**config.mk**
```make
export PLATFORM = sky130hd
export DESIGN_NAME = mips_intc
export DESIGN_NICKNAME = d
export VERILOG_FILES = /design/src/rtl/mips_intc_pkg.sv /design/src/rtl/mips_intc_prio.sv /design/src/rtl/mips_intc.sv
export SDC_FILE = /design/constraint.sdc
export NUM_CORES = 1
export LEC_CHECK = 0
export CAP_MARGIN = 20
export CORE_MARGIN = 4
export CORE_UTILIZATION = 45
export CTS_CLUSTER_DIAMETER = 60
export DETAILED_ROUTE_END_ITERATION = 10
export DONT_BUFFER_PORTS = 1
export SYNTH_ARGS = -nofsm -noshare
export SYNTH_HDL_FRONTEND = slang
export SYNTH_HIERARCHICAL = 1
export SYNTH_SLANG_ARGS = --single-unit
```
**constraint.sdc**
```tcl
create_clock -name clk -period 3.4 [get_ports clk]
set_input_delay 0.68 -clock clk [delete_from_list [all_inputs] [get_ports clk]]
set_output_delay 0.68 -clock clk [all_outputs]
set_load 0.02 [all_outputs]
```
**src/rtl/mips_intc_pkg.sv**
```systemverilog
// Shared constants for the MIPS interrupt controller: line count,
// register offsets (Addr[4:2]) and the VEC valid bit position.
package mips_intc_pkg;

    localparam int INTC_NIRQ = 6;

    localparam logic [2:0] INTC_MASK = 3'd0;
    localparam logic [2:0] INTC_MODE = 3'd1;
    localparam logic [2:0] INTC_PEND = 3'd2;
    localparam logic [2:0] INTC_ISR  = 3'd3;
    localparam logic [2:0] INTC_VEC  = 3'd4;

    localparam int VEC_VALID_BIT = 31;

endpackage

```
**src/rtl/mips_intc_prio.sv**
```systemverilog
// Lowest-index-first priority encoder.
// Ports: req (N-bit request), idx (3-bit lowest set index), valid (any set).
module mips_intc_prio
    import mips_intc_pkg::*;
#(
    parameter int N = INTC_NIRQ
) (
    input  logic [N-1:0] req,
    output logic [2:0]   idx,
    output logic         valid
);

    // Scan high to low so the lowest set bit is the last one written.
    always_comb begin
        idx   = 3'd0;
        valid = 1'b0;
        for (int i = N - 1; i >= 0; i--) begin
            if (req[i]) begin
                idx   = 3'(i);
                valid = 1'b1;
            end
        end
    end

endmodule

```
**src/rtl/mips_intc.sv**
```systemverilog
// Programmable interrupt controller: edge/level pending, mask, nested ISR.
// Ports: clk, reset, WE/Addr/WD/RD bridge slot, IRQ lines in, HWInt one-hot out.
module mips_intc
    import mips_intc_pkg::*;
#(
    parameter int NIRQ = INTC_NIRQ
) (
    input  logic            clk,
    input  logic            reset,
    input  logic            WE,
    input  logic [31:0]     Addr,
    input  logic [31:0]     WD,
    output logic [31:0]     RD,
    input  logic [NIRQ-1:0] IRQ,
    output logic [NIRQ-1:0] HWInt
);

    logic [NIRQ-1:0] irq_q;
    logic [NIRQ-1:0] irq_qq;
    logic [NIRQ-1:0] mask;
    logic [NIRQ-1:0] mode;
    logic [NIRQ-1:0] pend;
    logic [NIRQ-1:0] isr;

    logic [2:0]      sel;
    logic [2:0]      cand_idx;
    logic            cand_vld;
    logic [2:0]      isr_idx;
    logic            isr_vld;
    logic            win_vld;
    logic [NIRQ-1:0] win_oh;
    logic [NIRQ-1:0] isr_oh;
    logic            ack;
    logic            eoi;
    logic            pend_w1c;
    logic [NIRQ-1:0] edge_set;
    logic [NIRQ-1:0] pend_clr;
    logic [NIRQ-1:0] pend_next;
    logic [NIRQ-1:0] isr_next;

    logic            unused_bits;

    assign sel = Addr[4:2];

    assign unused_bits = ^{Addr[31:5], Addr[1:0], WD[31:NIRQ]};

    mips_intc_prio #(.N(NIRQ)) u_cand (
        .req   (pend & mask),
        .idx   (cand_idx),
        .valid (cand_vld)
    );

    mips_intc_prio #(.N(NIRQ)) u_isr (
        .req   (isr),
        .idx   (isr_idx),
        .valid (isr_vld)
    );

    // A candidate only wins if strictly above the highest in-service level.
    assign win_vld = cand_vld && (!isr_vld || (cand_idx < isr_idx));

    assign win_oh = {{(NIRQ-1){1'b0}}, 1'b1} << cand_idx;
    assign isr_oh = {{(NIRQ-1){1'b0}}, 1'b1} << isr_idx;

    assign ack      = WE && (sel == INTC_VEC) && win_vld;
    assign eoi      = WE && (sel == INTC_ISR) && isr_vld;
    assign pend_w1c = WE && (sel == INTC_PEND);

    // Edge-mode lines: a new edge beats any clear in the same cycle.
    always_comb begin
        edge_set  = irq_q & ~irq_qq;
        pend_clr  = '0;
        if (pend_w1c) begin
            pend_clr = pend_clr | WD[NIRQ-1:0];
        end
        if (ack) begin
            pend_clr = pend_clr | win_oh;
        end
        pend_next = (~mode & irq_q)
                  | (mode & (edge_set | (pend & ~pend_clr)));
    end

    always_comb begin
        isr_next = isr;
        if (ack) begin
            isr_next = isr_next | win_oh;
        end
        if (eoi) begin
            isr_next = isr_next & ~isr_oh;
        end
    end

    always_ff @(posedge clk) begin
        if (reset) begin
            irq_q  <= '0;
            irq_qq <= '0;
            mask   <= '0;
            mode   <= '0;
            pend   <= '0;
            isr    <= '0;
            HWInt  <= '0;
        end else begin
            irq_q  <= IRQ;
            irq_qq <= irq_q;
            pend   <= pend_next;
            isr    <= isr_next;
            HWInt  <= win_vld ? win_oh : '0;
            if (WE && (sel == INTC_MASK)) begin
                mask <= WD[NIRQ-1:0];
            end
            if (WE && (sel == INTC_MODE)) begin
                mode <= WD[NIRQ-1:0];
            end
        end
    end

    always_comb begin
        RD = '0;
        case (sel)
            INTC_MASK: RD[NIRQ-1:0] = mask;
            INTC_MODE: RD[NIRQ-1:0] = mode;
            INTC_PEND: RD[NIRQ-1:0] = pend;
            INTC_ISR:  RD[NIRQ-1:0] = isr;
            INTC_VEC: begin
                RD[VEC_VALID_BIT] = win_vld;
                RD[2:0]           = win_vld ? cand_idx : 3'd0;
            end
            default:   RD = '0;
        endcase
    end

endmodule

```
# Word level (Yosys, flattened, before mapping)
# Cells that the tools add are included.
classes:
  order_cmp: 1
  eq_ne: 4
  n_shift: 2
  n_mux: 32
  n_bitwise: 15
  n_reduce_logical: 12
ops:
  columns: ["cell", "n"]
  rows:
  - ["2-to-1 mux 3 bit", 13]
  - ["AND 6 bit", 6]
  - ["2-to-1 mux 6 bit", 4]
  - ["inverter 6 bit", 4]
  - ["bitwise OR 6 bit", 4]
  - ["case mux 3 bit (5 select lines)", 1]
  - ["2-to-1 mux 1 bit", 13]
  - ["case mux 3 bit (4 select lines)", 1]
  - ["left shift 1 x 3 -> 6 bit (first input constant)", 2]
  - ["logical AND 1 bit", 8]
  - ["equality test 3 x 2 -> 1 bit (second input constant)", 2]
  - ["equality test 3 x 1 -> 1 bit (second input constant)", 1]
  - ["equality test 3 bit (second input constant)", 1]
  - ["zero test 3 bit", 1]
  - ["less-than comparator 3 bit", 1]
  - ["OR reduction 2 bit", 1]
  - ["zero test 1 bit", 1]
  - ["logical OR 1 bit", 1]
  - ["inverter 1 bit", 1]
word_totals:
  ff_bits: 42
  input_bits: 73
  output_inout_bits: 38
  wordCells: 73

# Longest topological paths before layout
logic_depth:
  ltp_word: 17
  depth_mapped: 8
  ltp_nobuf: 8

# By module
# The synthesis kept the hierarchy.
by_module_without_submodules:
  columns: ["mod", "n_inst", "cells_each", "area_per_inst_um2", "seq_area_each_um2"]
  rows:
  - ["mips_intc", 1, 212, 2054.5, 840.8]
  - ["mips_intc_prio", 2, 10, 57.6, 0.0]

# Least setup slack after synthesis
# No wires, ideal clock.
synth_path:
  path_kind: "reg-to-output"
  start: "register pend[0]"
  end: "output RD[0]"
  t_arrival_ns: 2.355
  required_time_ns: 2.720
  setup_slack_ns: 0.365
  stages_incl_launch_ff: 9
  n_path_buf: 0
  cell_sequence: "dfxtp_1 > and2_1 > nor4_2 > nor2b_1 > ha_1 > o21a_1 > nor2_1 > o211a_1 > a22o_1"
synth_via:
  elab_chain_len: 7
  word_cells_on_any_way: 8
  classes_between: "order compare (1); mux (4); bitwise (1); reduce/logical (2)"
synth_rtl:
  columns: ["element", "line_no", "rtl"]
  rows:
  - ["start: declaration", "mips_intc.sv:22", "logic [NIRQ-1:0] pend;"]
  - ["start signal: assignment", "mips_intc.sv:105", "pend <= pend_next;"]
  - ["AND 6 bit", "mips_intc.sv:48", ".req (pend & mask),"]
  - ["2-to-1 mux 3 bit", "mips_intc_prio.sv:18", "if (req[i]) begin"]
  - ["net cand_idx[2]", "mips_intc.sv:26", "logic [2:0] cand_idx;"]
  - ["less-than comparator 3 bit", "mips_intc.sv:60", "assign win_vld = cand_vld && (!isr_vld || (cand_idx < isr_idx));"]
  - ["logical OR 1 bit", "mips_intc.sv:60", null]
  - ["logical AND 1 bit", "mips_intc.sv:60", null]
  - ["2-to-1 mux 3 bit", "mips_intc.sv:126", "RD[2:0] = win_vld ? cand_idx : 3'd0;"]
  - ["case mux 3 bit (5 select lines)", "mips_intc.sv:119", "case (sel)"]
  - ["end: declaration", "mips_intc.sv:13", "output logic [31:0] RD,"]
# The timed path passes the listed nets, and every way through them passes these cells.

# Worst setup path after layout
layout_path:
  start: "register pend[0]"
  end: "output RD[2]"
layout_via:
  elab_chain_len: 7
  word_cells_on_any_way: 8
  classes_between: "order compare (1); mux (4); bitwise (1); reduce/logical (2)"
layout_rtl:
  columns: ["element", "line_no"]
  rows:
  - ["AND 6 bit (*)", "mips_intc.sv:48"]
  - ["2-to-1 mux 3 bit (*)", "mips_intc_prio.sv:18"]
  - ["net cand_idx[2]", "mips_intc.sv:26"]
  - ["less-than comparator 3 bit", "mips_intc.sv:60"]
  - ["logical OR 1 bit", "mips_intc.sv:60"]
  - ["logical AND 1 bit", "mips_intc.sv:60"]
  - ["2-to-1 mux 3 bit (*)", "mips_intc.sv:126"]
  - ["case mux 3 bit (5 select lines) (*)", "mips_intc.sv:119"]
# Mark *: on every way through the listed nets, which the timed path passes. The rest lies on a longest branch.

==> out/qor.json <==
{
  "cells_and_area": {
    "n_antenna_cell": 0,
    "drive_gt1_share_pct": 11.72,
    "mostFrequentLayoutCells": "42 x dfxtp_1, 25 x conb_1, 23 x nor2_1",
    "area_delta_synth_final_pct": 3.749,
    "mostFrequentLayoutCell": "dfxtp_1",
    "final_cell_count_no_fill": 291,
    "nets": 313,
    "design_area_mm2": 0.002251
  },
  "sta": {
    "slew_headroom_pct": 43.13,
    "hold_ws_ns": 0.4356,
    "count_of_final_setup_violators": 0,
    "achievable-frequency_mhz": 314.0,
    "timing.setup.tns_ns": 0,
    "final_hold_viol_count": 0,
    "timing.final.crit_period_ns": 3.185,
    "max_slew.worst_pin.slew_ns": 0.8493,
    "fin_worst_skew_ns": 0.003090,
    "min_period_over_period_pct": 93.67,
    "rsz0062_at_grt": "false",
    "report.final.slew_viol_count": 0
  },
  "floorplanning": {
    "initial_core_utilization_pct": 48.17,
    "fp-row-count": 24,
    "dieHeight_um": 77.44,
    "top_level_ports": 111,
    "fp.coreArea_mm2": 0.004504,
    "area_enclosed_by_the_die_boundary_mm2": 0.005996,
    "die_width_um": 77.44
  },
  "power_and_ir_drop": {
    "pwr-share-seq_pct": 56.8,
    "clkPwrFrac_pct": 36.2,
    "maximum_vdd_ir_drop_mv": 0.2685,
    "intPower_uw": 669.3,
    "combinationalPowerShare_pct": 7.0,
    "power.net_switching_uw": 228.3,
    "power.switching_fraction_pct": 25.43,
    "cellLeakagePower_uw": 0.0008304,
    "total_power_divided_by_cell_area_mw_per_mm2": 398.8
  },
  "run_status": {
    "outcome": "finished, final reports clean"
  },
  "global_route": {
    "grt_usage_pct": 16.37,
    "grt_pass1_wl_um": 7479,
    "grt_max_degree": 43,
    "grt_overflow_total": 0,
    "antenna_found_initial": 0,
    "grt_pass1_vias": 1407
  },
  "route": {
    "drt_drc_violations_left": 0,
    "via_count": 1574,
    "viasPerCell": 5.409,
    "number_of_nets_with_antenna_violations_after_detailed_routing": 0,
    "first_pass_iters": 4,
    "detail_route.iter0.violations": 116,
    "routed_wirelength_um": 4723,
    "drt-wirelength-per-cell_um": 16.23
  },
  "worst_setup_path": {
    "crit_path_start_kind": "flop",
    "timing.critical_path.arrival_ns": 2.50,
    "worst_ep_required_time_ns": 2.72,
    "worstSetupEndpointType": "primary output",
    "worstSetupPathType": "reg2out",
    "worstPathMaxFanout": 4,
    "r2r_slack_ns": 1.01
  },
  "clocking": {
    "numCtsBuffers": 5,
    "clockRootBuffer": "clkbuf_8",
    "cts-root-to-sink-buffers": 2,
    "cts.repair_timing.setup_buffer_count": 0,
    "tritoncts": "done",
    "numClockSinks": 42,
    "cts-htree-levels": 2,
    "clock_pin_slew_on_the_worst_setup_and_hold_paths_ns": 0.08,
    "clock_insertion_delay_worst_skew_ns": 0.30
  },
  "yosys": {
    "postSynthCellCount": 232,
    "synth-seq-cells": 42,
    "ys.warnings.count": 6,
    "number_of_enable_flip_flop_cells_after_synthesis": 0,
    "synth.lib_cells_used.distinct": 33,
    "synth-async-reset-ratio_pct": 0,
    "synth_ff_type": "dfxtp_1",
    "mean_syn_cell_area_um2": 9.352,
    "synth.yosys.seq_area_share_pct": 38.75,
    "post_synth_instance_area_mm2": 0.002170
  },
  "placed_design": {
    "dpl-instance-area_mm2": 0.002162,
    "port_buffers": 0,
    "routabilityCongestion": 0.8093,
    "hpwl_detailed_um": 3482,
    "dp.cells": 283
  },
  "run": {
    "cap_violations": 0
  },
  "min_path": {
    "worstHoldPathType": "in2reg"
  }
}
-- state kept, by name, summed over array words and instances, names as in the netlist --
| register | count |
|---|---|
| irq_q | 6 |
| HWInt | 6 |
| mode | 6 |
| mask | 6 |
| irq_qq | 6 |
| isr | 6 |
| pend | 6 |
-- routing by layer --
metal	global-route usage, %	routed length (µm)	share of wire (%)
met5	0	0	0
met4	6.228	52	1.1
met3	6.250	375	7.9
met2	24.78	2230	47
met1	21.18	2065	44
-- worst paths after layout --
path / start / end / depth (start not counted)
setup / recovery: pend[0] / RD[2] / 8
hold / removal: reset / irq_q[5] / 1
hold reg to reg: irq_q[5] / irq_qq[5] / 1
setup reg to reg: pend[0] / isr[3] / 9
-- power groups by stage --
stage	Clock (µW)	Combinational, µW	Sequential, µW
floorplan	0	87.1	520
global placement	0	62.2	522
detailed placement	0	62.3	522
CTS	334	62.4	510
global route	363	68.2	512
finish	325	63.0	510
-- cells in the mapped netlist, drive strengths merged (2+ instances only) --
library cell / instances / area, µm²
a211oi: 6 / 45.04
a221oi: 8 / 70.07
a22o: 9 / 78.83
and2: 9 / 56.30
buf: 27 / 196.4
clkbuf: 5 / 18.77
dfxtp: 42 / 840.8
ha: 2 / 25.02
inv: 15 / 56.30
mux2i: 12 / 120.1
mux4: 6 / 135.1
nand2: 14 / 52.55
nand2b: 6 / 37.54
nand3: 2 / 10.01
nor2: 23 / 86.33
nor2b: 14 / 87.58
nor3: 10 / 55.05
nor4: 5 / 43.79
nor4b: 3 / 26.28
o2111ai: 3 / 26.28
o21ai: 3 / 15.01
-- cell families after synthesis --
family                     synth area share, %
AOI/OAI and AO/OA                        12.92
adders and majority gates                1.153
buffers and inverters                    12.51
DFF                                      38.75
muxes                                    11.76
other                                   0.1728
and+or+nand+nor                          22.72
-- per-stage QoR --
step / power (µW) / util [%] / setup WS [ns]
after floorplan: 607.2 / - / 0.3654
after global placement: 583.8 / 48.00 / 0.5632
after detailed placement: 584.0 / 48.00 / 0.5715
after CTS: 906.7 / 49.94 / 0.2259
after global routing: 943.4 / 49.97 / 0.004902
final: 897.6 / 49.97 / 0.2152
-- area by class of cell --
class	count	area [µm²]
clock buffer	5	68.82
clock inverter	3	18.77
fill	447	2253
inverter	15	56.30
multi-input combinational	167	1149
sequential	42	840.8
tap	52	65.06
timing repair buffer	7	52.55
-- critical path, cell delays in order (launching register included) --
cell and delay (ns):
dfxtp_1 0.33, and2_1 0.20, nor4_2 0.34, nor2b_1 0.23
ha_1 0.25, o21a_1 0.16, nor2_1 0.12, o211a_1 0.26
a22o_1 0.31
-- what timing repair did --
| item | in CTS | in global routing |
|---|---|---|
| hold buffers | 0 | 0 |
| endpoints found under the setup margin | 0 | 1 |
| resized for setup | 0 | 1 |
No activity file was read; power rests on OpenSTA's default activity.
